==> config.mk <==
export PLATFORM = sky130hd
export DESIGN_NAME = w_controller
export DESIGN_NICKNAME = d
export VERILOG_FILES = /design/src/rtl/w_controller.sv
export SDC_FILE = /design/constraint.sdc
export NUM_CORES = 1
export LEC_CHECK = 0
export CAP_MARGIN = 20
export CORE_MARGIN = 1
export CORE_UTILIZATION = 40
export CTS_CLUSTER_DIAMETER = 120
export DETAILED_ROUTE_END_ITERATION = 8
export GPL_TIMING_DRIVEN = 0
export MAX_ROUTING_LAYER = met4
export PLACE_DENSITY_LB_ADDON = 0.15
export SETUP_SLACK_MARGIN = 0.2
export SYNTH_ARGS = -nofsm -noshare
export SYNTH_HDL_FRONTEND = slang
export SYNTH_SLANG_ARGS = --single-unit
==> constraint.sdc <==
create_clock -name clk -period 3.88 [get_ports clk]
set_input_delay 0.388 -clock clk [delete_from_list [all_inputs] [get_ports clk]]
set_output_delay 0.388 -clock clk [all_outputs]
set_load 0.01 [all_outputs]
==> src/rtl/w_controller.sv <==
// ---------------------------------------------------------------------------
// w_controller : write-back (W) stage controller of the 5-stage MIPS32 core.
// It registers the instruction arriving from M and decodes it into:
//   - hazard timing fields for the forwarding/stall unit;
//   - the GRF destination register;
//   - the write-data select;
//   - the jal flag.
// Every output is a pure decode of the registered instruction, so the
// outputs show a new instruction one clock after it is captured.
// ---------------------------------------------------------------------------
module w_controller (
  input  logic        clk,
  input  logic        rst_n,
  input  logic [31:0] instr,
  output logic [1:0]  Tuse_rs,
  output logic [1:0]  Tuse_rt,
  output logic [1:0]  Tnew,
  output logic [4:0]  A3,
  output logic [1:0]  memtoreg,
  output logic        jalop
);

  // Primary opcodes
  localparam logic [5:0] OP_RTYPE = 6'b000000;
  localparam logic [5:0] OP_ORI   = 6'b001101;
  localparam logic [5:0] OP_LUI   = 6'b001111;
  localparam logic [5:0] OP_LW    = 6'b100011;
  localparam logic [5:0] OP_SW    = 6'b101011;
  localparam logic [5:0] OP_BEQ   = 6'b000100;
  localparam logic [5:0] OP_J     = 6'b000010;
  localparam logic [5:0] OP_JAL   = 6'b000011;

  // R-type function codes
  localparam logic [5:0] FN_ADDU  = 6'b100001;
  localparam logic [5:0] FN_SUBU  = 6'b100011;
  localparam logic [5:0] FN_JR    = 6'b001000;

  // Write-data select encodings
  localparam logic [1:0] WD_ALU   = 2'd0;
  localparam logic [1:0] WD_DM    = 2'd1;
  localparam logic [1:0] WD_PC8   = 2'd2;

  // Tuse encoding for "operand not read"
  localparam logic [1:0] T_NONE   = 2'd3;

  logic [31:0] instr_w_q;
  logic [31:0] instr_w_d;

  logic [5:0]  op;
  logic [5:0]  funct;
  logic [4:0]  rt;
  logic [4:0]  rd;

  assign instr_w_d = instr;

  // W stage register; reset loads a nop so the decode is defined at once
  always_ff @(posedge clk or negedge rst_n) begin
    if (!rst_n) begin
      instr_w_q <= 32'h0000_0000;
    end else begin
      instr_w_q <= instr_w_d;
    end
  end

  assign op    = instr_w_q[31:26];
  assign funct = instr_w_q[5:0];
  assign rt    = instr_w_q[20:16];
  assign rd    = instr_w_q[15:11];

  // The result of any instruction is already available once it reaches W
  assign Tnew = 2'd0;

  // Decode of the W-stage instruction; unknown encodings fall to the nop decode
  always_comb begin
    Tuse_rs  = T_NONE;
    Tuse_rt  = T_NONE;
    A3       = 5'd0;
    memtoreg = WD_ALU;
    jalop    = 1'b0;
    case (op)
      OP_RTYPE: begin
        case (funct)
          FN_ADDU, FN_SUBU: begin
            Tuse_rs = 2'd1;
            Tuse_rt = 2'd1;
            A3      = rd;
          end
          FN_JR: begin
            Tuse_rs = 2'd0;
          end
          default: begin
            Tuse_rs = T_NONE;
          end
        endcase
      end
      OP_ORI: begin
        Tuse_rs = 2'd1;
        A3      = rt;
      end
      OP_LUI: begin
        A3      = rt;
      end
      OP_LW: begin
        Tuse_rs  = 2'd1;
        A3       = rt;
        memtoreg = WD_DM;
      end
      OP_SW: begin
        // store data is needed only in M, one stage later than the address
        Tuse_rs = 2'd1;
        Tuse_rt = 2'd2;
      end
      OP_BEQ: begin
        // branch compares in D, so both operands are needed immediately
        Tuse_rs = 2'd0;
        Tuse_rt = 2'd0;
      end
      OP_J: begin
        Tuse_rs = T_NONE;
      end
      OP_JAL: begin
        A3       = 5'd31;
        memtoreg = WD_PC8;
        jalop    = 1'b1;
      end
      default: begin
        Tuse_rs = T_NONE;
      end
    endcase
  end

endmodule

==> impl_metrics.tcl, run 1 <==
set metrics [dict create \
    status "finished clean" \
    synth_cell_types 23 \
    rsz0062_at_grt "no" \
    multi_input_area_um2 264 \
    finalHoldViolCount 0 \
    setup_viol 0 \
    drt_iter0_drc 9 \
    cts_tree "done" \
    relSlewSlack_pct 38.8 \
    synthFlopType "dfrtp_1" \
    first_pass_iters 4 \
    ys_async_sr_fraction_pct 100 \
    drtAntennaViolNets 0 \
    routed_wl_mm 1.74 \
    clkSlewWorstSetupHoldPaths_ns 0.11 \
    vias_per_cell 5.00 \
    drc 0 \
    max_freq_ghz 0.339 \
    cts_resized 0 \
    required_ns 3.49 \
    grt_util_all_layers_pct 16.3 \
    worst_slew_pin_slew_ns 0.915 \
    fp.dieW_um 48.8 \
    start_util_pct 43.7 \
    io_buffers 35 \
    num_vias 685 \
    gp_congestion 0.730 \
    critPathKind "flop to output pin" \
    peakVddDrop_mv 0.265 \
    critPathCaptureType "output pin" \
    critPathSlowestCell "clkdlybuf4s50_1" \
    synth_area_leaders "dfrtp_1 63%, o311ai_1 6.0%, o211ai_1 5.2%" \
    area_growth_pct 48.5 \
    arrival_ns 2.56 \
    hpwlAfterDp_mm 1.40 \
    cts_hold_buf 0 \
    p_leak_nw 0.550 \
    fin_tns_setup_ns 0 \
    grt_overflow 0 \
    yosysTopAreaCell "dfrtp_1" \
    min_period_ns 2.95 \
    final_net_count 145 \
    synthCells 70 \
    synth_area_um2 875 \
    fin_crit_sh_pct 76.1 \
    p_per_area_nw_per_um2 322 \
    reg_top3 "instr_w_q x22" \
    largest_reg_flops 22 \
    utilization_pct 64.9 \
    clk_path_buf_depth 2 \
    num_rows 16 \
    dpl.cell_count 133 \
    regMostFlops "instr_w_q" \
    die_height_um 48.8 \
    ios 48 \
    cts_root_buf "clkbuf_4" \
    synth_xor_xnor_area_share_pct 0 \
    synthAdderAreaFrac_pct 0 \
    crit_chain "or3_4, or4_4, o311ai_1, clkdlybuf4s50_1" \
    synth_top_family_by_area "simple AND/OR/NAND/NOR gates" \
    design.die.area_um2 2380 \
    clock_sinks 22 \
    maxCapViolations 0 \
    cts_setup_buffers 0 \
    grt_pass1_wl_mm 2.82 \
    htreeDepth 1 \
    yosysWarnings 0 \
    numCtsBuffers 3 \
    yosys.area_share.simple_pct 16.0 \
    hold_path_class "primary input to flop" \
    fillerInstances 172 \
    crit_path_start_kind "flop" \
    avgSynthCellArea_um2 12.5 \
    grt_max_degree 23 \
    max_stage_delay_ns 0.60 \
    crit_fanout 6 \
    antenna_found_initial 0 \
    first_global_vias 647 \
    synth_compound_area_share_pct 13.3 \
    synth-seq-cells 22 \
    holdWs_ns 0.512 \
    final_layout_size_suffix_gt1_share_pct 11.8 \
    wl_per_cell_um 12.7 \
    diodes 0 \
    final-seq-area_um2 551 \
    core_area_um2 2000 \
    synth_mux_area_share_pct 0 \
    instances_no_fill 137 \
    yosysSeqAreaShare_pct 62.9 \
    synth_edf_count 0 \
    drv_slew 0 \
    synth_top_cell_area_share_pct 62.9 \
]
[logic make-up after synthesis]
kind of cell | Yosys count
AO/OA/AOI/OAI | 15
buffers and inverters | 14
flip-flops | 22
other | 1
AND/OR/NAND/NOR | 18
[Yosys cell counts, types with 2 or more instances]
cell type,count
dfrtp_1,22
inv_1,9
o211ai_1,6
o311ai_1,6
buf_4,3
nor3_1,3
inv_2,2
nand2_1,2
o21ai_0,2
or4_1,2
[cell type report]
class / count / area share, %
Buffer: 3 / 1.73
Tap cell: 27 / 2.60
Timing Repair Buffer: 35 / 27.0
Multi-Input combinational cell: 35 / 20.3
Inverter: 11 / 3.18
Sequential cell: 22 / 42.4
Clock buffer: 4 / 2.79
[routing by layer]
layer,global-route usage (%),part of all wire (%)
met5,-,0
met4,7.35,1.6
met3,2.83,4.4
met1,17.7,38
met2,28.9,56
[through the flow]
stage	total power, mW	instance area [um2]	setup slack (ns)
after floorplan	0.266	878	1.83
after global placement	0.300	1260	1.29
after detailed placement	0.302	1260	1.26
after CTS	0.424	1300	0.911
after global routing	0.438	1300	0.749
final	0.418	1300	0.929
[power breakdown]
group	switching [mW]	total, mW	internal, mW
Combinational	0.0164	0.0475	0.0311
Sequential	0.00885	0.250	0.241
Clock	0.0635	0.121	0.0572
Total	0.0887	0.418	0.329
[path summary, 6_finish.rpt]
kind	slack, ns	from	to	cells after the start
setup / recovery	0.93	instr_w_q[27]	Tuse_rs[1]	4
hold / removal	0.51	instr[3]	instr_w_q[3]	1
max in group asynchronous	2.74	rst_n	instr_w_q[27]	1
min in group asynchronous	0.59	rst_n	instr_w_q[14]	1
[cells in the final DEF (no fill, tap or decap), types with 2 or more instances in the layout]
cell type	instances
o21ai_0	2
clkdlybuf4s50_1	35
dfrtp_1	22
inv_2	2
nor3_1	3
o211ai_1	6
conb_1	2
buf_4	3
or4_1	2
o311ai_1	6
nand2_1	2
inv_1	9
clkbuf_4	3
[critical path: cells and delay by family, from the launching register on]
kind	cells	cell delay (ns)
compound gates	1	0.33
buf+inv	1	0.60
flops	1	0.45
simple gates	2	0.89
Power figures use the tool's default switching activity.
==> inputs of run 2 (changes only) <==
--- a/config.mk
+++ b/config.mk
@@ -7,7 +7,7 @@
 export LEC_CHECK = 0
 export CAP_MARGIN = 20
 export CORE_MARGIN = 1
-export CORE_UTILIZATION = 40
+export CORE_UTILIZATION = 37
 export CTS_CLUSTER_DIAMETER = 120
 export DETAILED_ROUTE_END_ITERATION = 8
 export GPL_TIMING_DRIVEN = 0
==> constraint.sdc (replaced) <==
create_clock -name clk -period 2.8 [get_ports clk]
set_input_delay 0.28 -clock clk [delete_from_list [all_inputs] [get_ports clk]]
set_output_delay 0.28 -clock clk [all_outputs]
set_load 0.01 [all_outputs]
==> run 2 against run 1 <==
Effect of this change: hold slack worse by 0.12 ns; count of clock-buffer cells in the layout is 1 lower; sequential share of layout area is 1.4 points lower; sequential cell count stayed put; largest cell class unchanged.
==> impl_metrics.tcl, run 2 (synthesis results as in run 1) <==
set metrics [dict create \
    status "finished clean" \
    setup_viol 0 \
    instances_no_fill 140 \
    wl_per_cell_um 13.1 \
    fp.dieW_um 50.6 \
    relSlewSlack_pct 37.0 \
    p_per_area_nw_per_um2 486 \
    io_buffers 35 \
    first_global_vias 633 \
    gp_congestion 0.744 \
    p_leak_nw 0.589 \
    crit_fanout 9 \
    drtAntennaViolNets 0 \
    area_growth_pct 53.5 \
    ios 48 \
    comb_power_share_pct 10.5 \
    regMostFlops "instr_w_q" \
    core_area_um2 2210 \
    grt_overflow 0 \
    start_util_pct 39.5 \
    antenna_found_initial 0 \
    final_net_count 147 \
    rsz0062_at_grt "no" \
    clkSlewWorstSetupHoldPaths_ns 0.12 \
    grt_util_all_layers_pct 15.3 \
    internal-power_uw 522 \
    cts_hold_buf 0 \
    drc 0 \
    drt_iter0_drc 9 \
    required_ns 2.52 \
    grt_util_met2_pct 25.6 \
    largest_reg_flops 22 \
    netSwitchingFraction_pct 20.0 \
    holdWs_ns 0.394 \
    use_met1_pct 17.3 \
    reg_top3 "instr_w_q x22" \
    p_seq_share_pct 53.0 \
    htreeDepth 1 \
    clock_power_share_pct 36.6 \
    peakVddDrop_mv 0.401 \
    clk_path_buf_depth 2 \
    cts_tree "done" \
    hold_path_class "primary input to flop" \
    maxCapViolations 0 \
    num_rows 17 \
    arrival_ns 2.27 \
    num_vias 707 \
    worstHoldEndpoint "instr_w_q[2]" \
    die_height_um 50.6 \
    critPathKind "flop to output pin" \
    numCtsBuffers 3 \
    max_freq_ghz 0.392 \
    post-place-ws_ns 0.304 \
    fin_ws_ns 0.249 \
    grt_pass1_wl_mm 2.77 \
    dpl.cell_count 134 \
    top_usage_layer "met2" \
    worstHoldStart "instr[2]" \
    clock_sinks 22 \
    design.die.area_um2 2560 \
    routed_wl_mm 1.84 \
    layout_common_cells "29 x clkdlybuf4s50_1, 22 x dfrtp_1, 9 x inv_1" \
    grt_max_degree 23 \
    drv_slew 0 \
    vias_per_cell 5.05 \
    fillerInstances 190 \
    min_period_ns 2.55 \
    layout_commonest_cell "clkdlybuf4s50_1" \
    crit_path_start_kind "flop" \
    worstHoldPathCells 1 \
    switchingPower_uw 131 \
    hpwlAfterDp_mm 1.32 \
    final_layout_size_suffix_gt1_share_pct 17.0 \
    diodes 0 \
    cts_root_buf "clkbuf_4" \
    grtUsageMet3_pct 1.82 \
    worst_slew_pin_slew_ns 0.942 \
    utilization_pct 60.7 \
    fin_tns_setup_ns 0 \
    fin_crit_sh_pct 91.1 \
    finalHoldViolCount 0 \
    first_pass_iters 4 \
    critPathCaptureType "output pin" \
]
run 2: changes by cell type in the layout (fill, tap and decap cells not counted), sizes merged:
cell / delta
clkdlybuf4s50: -6
dlygate4sd2: +5
buf: +2
bufinv: +1
run 2: worst max-delay path, stage by stage, from the launching register on:
cell           delay (ns)
dfrtp_1              0.50
nor4bb_1             0.80
o211ai_1             0.22
o311ai_1             0.14
dlygate4sd2_1        0.31
run 2: cell type report:
type / count / area (um2) / area share, %
Sequential cell: 22 / 551 / 41.0
Timing Repair Buffer: 37 / 354 / 26.4
Multi-Input combinational cell: 35 / 287 / 21.3
Inverter: 11 / 41.3 / 3.08
Tap cell: 28 / 35.0 / 2.61
Clock inverter: 1 / 30.0 / 2.24
Clock buffer: 3 / 22.5 / 1.68
Buffer: 3 / 22.5 / 1.68
run 2: worst max-delay path by stage:
stage                   from     to  slack (ns)  cells past startpoint
6_report       instr_w_q[31]  A3[1]        0.25                      4
2_1_floorplan  instr_w_q[27]  A3[0]        0.86                      3
3_5_place_dp   instr_w_q[27]  A3[1]        0.30                      4
5_1_grt        instr_w_q[31]  A3[0]        0.17                      4
4_1_cts        instr_w_q[27]  A3[0]        0.23                      4
3_3_place_gp   instr_w_q[27]  A3[0]        0.30                      4
run 2: metal layers:
| metal | wire, um | up-vias | share of wire (%) |
|---|---|---|---|
| met5 | 0 | - | 0 |
| met4 | 30 | 0 | 1.6 |
| met3 | 74 | 4 | 4.0 |
| met2 | 998 | 24 | 54 |
| met1 | 737 | 339 | 40 |
| li1 | - | 340 | - |
run 2: power by group through the flow:
stage | clock, mW | combinational, mW | sequential (mW)
4_1_cts | 0.245 | 0.0647 | 0.346
2_1_floorplan | 0 | 0.0196 | 0.348
6_report | 0.239 | 0.0684 | 0.346
3_5_place_dp | 0 | 0.0661 | 0.352
3_3_place_gp | 0 | 0.0649 | 0.351
5_1_grt | 0.254 | 0.0745 | 0.348
run 2: through the flow:
| step | area, um2 | total power [mW] |
|---|---|---|
| after global routing | 1340 | 0.676 |
| final | 1340 | 0.653 |
| after floorplan | 878 | 0.368 |
| after global placement | 1260 | 0.416 |
| after detailed placement | 1260 | 0.418 |
| after CTS | 1310 | 0.655 |
run 2: what timing repair did:
item	CTS	global route
endpoints found under the hold margin	0	0
setup buffers	0	2
gates resized for setup	6	6
gates cloned	0	0
pin swaps	0	0
setup endpoints to repair	6	5
==> inputs of run 3 (changes only) <==
--- a/config.mk
+++ b/config.mk
@@ -5,6 +5,7 @@
 export SDC_FILE = /design/constraint.sdc
 export NUM_CORES = 1
 export LEC_CHECK = 0
+export ABC_AREA = 1
 export CAP_MARGIN = 20
 export CORE_MARGIN = 1
 export CORE_UTILIZATION = 37
==> run 3 against run 2 <==
Effect of this change: critical path depth did not move; highest routed layer unchanged; sequential share of layout area rose by 1.8 points; setup slack improved by 0.38 ns; count of clock-buffer cells in the layout did not move; cell count rose by 7.9%; largest cell class unchanged; via count fell by 5.5%; clock power fell by 44%; power fell by 17%; hold slack improved by 0.015 ns; critical endpoint is now A3[3]; sequential cell count did not move; die area fell by 0.14%.
==> impl_metrics.tcl, run 3 <==
set metrics [dict create \
    final-seq-area_um2 551 \
    cts_resized 0 \
    numCtsBuffers 3 \
    status "finished clean" \
    start_util_pct 39.5 \
    ys_async_sr_fraction_pct 100 \
    layout_common_cells "35 x clkdlybuf4s50_1, 22 x dfrtp_1, 15 x nand3_1" \
    diodes 0 \
    synth_edf_count 0 \
    htreeDepth 1 \
    cts_tree "done" \
    grt_overflow 0 \
    area_growth_pct 47.1 \
    first_pass_iters 4 \
    design.die.area_um2 2560 \
    post-place-ws_ns 0.958 \
    cts_setup_buffers 0 \
    synth_top_cell_area_share_pct 63.0 \
    synth_cell_types 17 \
    finalHoldViolCount 0 \
    routed_wl_mm 1.49 \
    fp.dieW_um 50.6 \
    core_area_um2 2210 \
    yosysWarnings 0 \
    final_layout_size_suffix_gt1_share_pct 11.4 \
    fin_tns_setup_ns 0 \
    hpwlAfterDp_mm 1.20 \
    synth_area_um2 873 \
    wl_per_cell_um 9.85 \
    synth_common_cells "22 x dfrtp_1, 15 x nand3_1, 13 x inv_1, 13 x nand2_1, 4 x nor2_1" \
    drc 0 \
    p_per_area_nw_per_um2 424 \
    crit_path_start "instr_w_q[29]" \
    clk_path_buf_depth 2 \
    drtAntennaViolNets 0 \
    avgSynthCellArea_um2 10.4 \
    gp_congestion 0.728 \
    reg_top3 "instr_w_q x22" \
    fin_crit_sh_pct 77.4 \
    die_height_um 50.6 \
    arrival_ns 1.89 \
    crit_path_start_kind "flop" \
    regMostFlops "instr_w_q" \
    drt_iter0_drc 14 \
    maxCapViolations 0 \
    hold_path_class "primary input to flop" \
    io_buffers 35 \
    fillerInstances 213 \
    grt_util_all_layers_pct 14.0 \
    yosysMostFrequentCell "dfrtp_1" \
    synthFlopType "dfrtp_1" \
    cts_root_buf "clkbuf_4" \
    required_ns 2.52 \
    cts_hold_buf 0 \
    grt_pass1_wl_mm 2.48 \
    ios 48 \
    largest_reg_flops 22 \
    cp-endpoint "A3[3]" \
    critPathKind "flop to output pin" \
    relSlewSlack_pct 40.1 \
    worst_slew_pin_slew_ns 0.896 \
    clock_sinks 22 \
    synthCells 84 \
    layout_commonest_cell "clkdlybuf4s50_1" \
    setup_viol 0 \
    yosysSeqAreaShare_pct 63.0 \
    min_period_ns 2.17 \
    grt_max_degree 23 \
    synth-seq-cells 22 \
    rsz0062_at_grt "no" \
    num_rows 17 \
    critPathCaptureType "output pin" \
    first_global_vias 624 \
    p_leak_nw 0.620 \
    vias_per_cell 4.42 \
    antenna_found_initial 0 \
    drv_slew 0 \
    multi_input_area_um2 259 \
    clkSlewWorstSetupHoldPaths_ns 0.11 \
    crit_fanout 7 \
    yosysTopAreaCell "dfrtp_1" \
    synth_area_leaders "dfrtp_1 63%, nand3_1 8.6%, inv_1 5.6%" \
    final_net_count 159 \
    max_freq_ghz 0.461 \
    fin_ws_ns 0.633 \
    peakVddDrop_mv 0.325 \
    num_vias 668 \
]
## run 3: how the worst min path moves through the flow
stage              start             to  slack [ns]  cells past startpoint
2_1_floorplan      rst_n   instr_w_q[0]       -0.02                      0
3_3_place_gp    instr[1]   instr_w_q[1]        0.72                      1
3_5_place_dp   instr[11]  instr_w_q[11]        0.73                      1
4_1_cts        instr[11]  instr_w_q[11]        0.40                      1
5_1_grt        instr[16]  instr_w_q[16]        0.39                      1
6_report       instr[11]  instr_w_q[11]        0.41                      1
## run 3: metrics by stage
stage                     utilization, %  hold WS (ns)  instances  power [mW]  instance area [um2]
final                               58.1         0.409        151       0.544                 1280
after floorplan                        -       -0.0156         85       0.369                  877
after detailed placement            57.1         0.728        148       0.418                 1260
after global placement              57.1         0.724        148       0.416                 1260
after CTS                           58.1         0.400        151       0.552                 1280
after global routing                58.1         0.394        151       0.574                 1280
## run 3: critical path, stage by stage (launching register included)
cell and delay (ns):
dfrtp_1 0.43, nor2_4 0.17, nand3_1 0.25, nand3_1 0.19
clkdlybuf4s50_1 0.55
## run 3: per-layer routing
metal / wire [um] / part of all wire (%) / track usage [%] / vias up
li1: - / - / - / 337
met5: 0 / 0 / - / -
met4: 34 / 2.3 / 9.72 / 0
met2: 842 / 57 / 24.9 / 19
met3: 60 / 4.0 / 1.82 / 4
met1: 550 / 37 / 14.2 / 308
## run 3: cell families after synthesis
| kind of cell | count (synthesis) | share of synthesized area (%) |
|---|---|---|
| and+or+nand+nor | 43 | 27.7 |
| DFF | 22 | 63.0 |
| other | 1 | 0.429 |
| AOI/OAI and AO/OA | 2 | 1.15 |
| buffers and inverters | 16 | 7.74 |
## run 3: layout make-up
type	instances	share of cell area [%]
flip-flops and latches	22	42.8
repair buffers	35	27.3
multi-input cells	47	20.2
inverters	14	4.09
well taps	28	2.73
clock buffers	3	1.75
plain buffers	2	1.17
## run 3: power breakdown
group	switching [mW]	internal, mW	total [mW]
clock	0.0842	0.0501	0.134
sequential	0.00820	0.333	0.342
combinational	0.0267	0.0418	0.0685
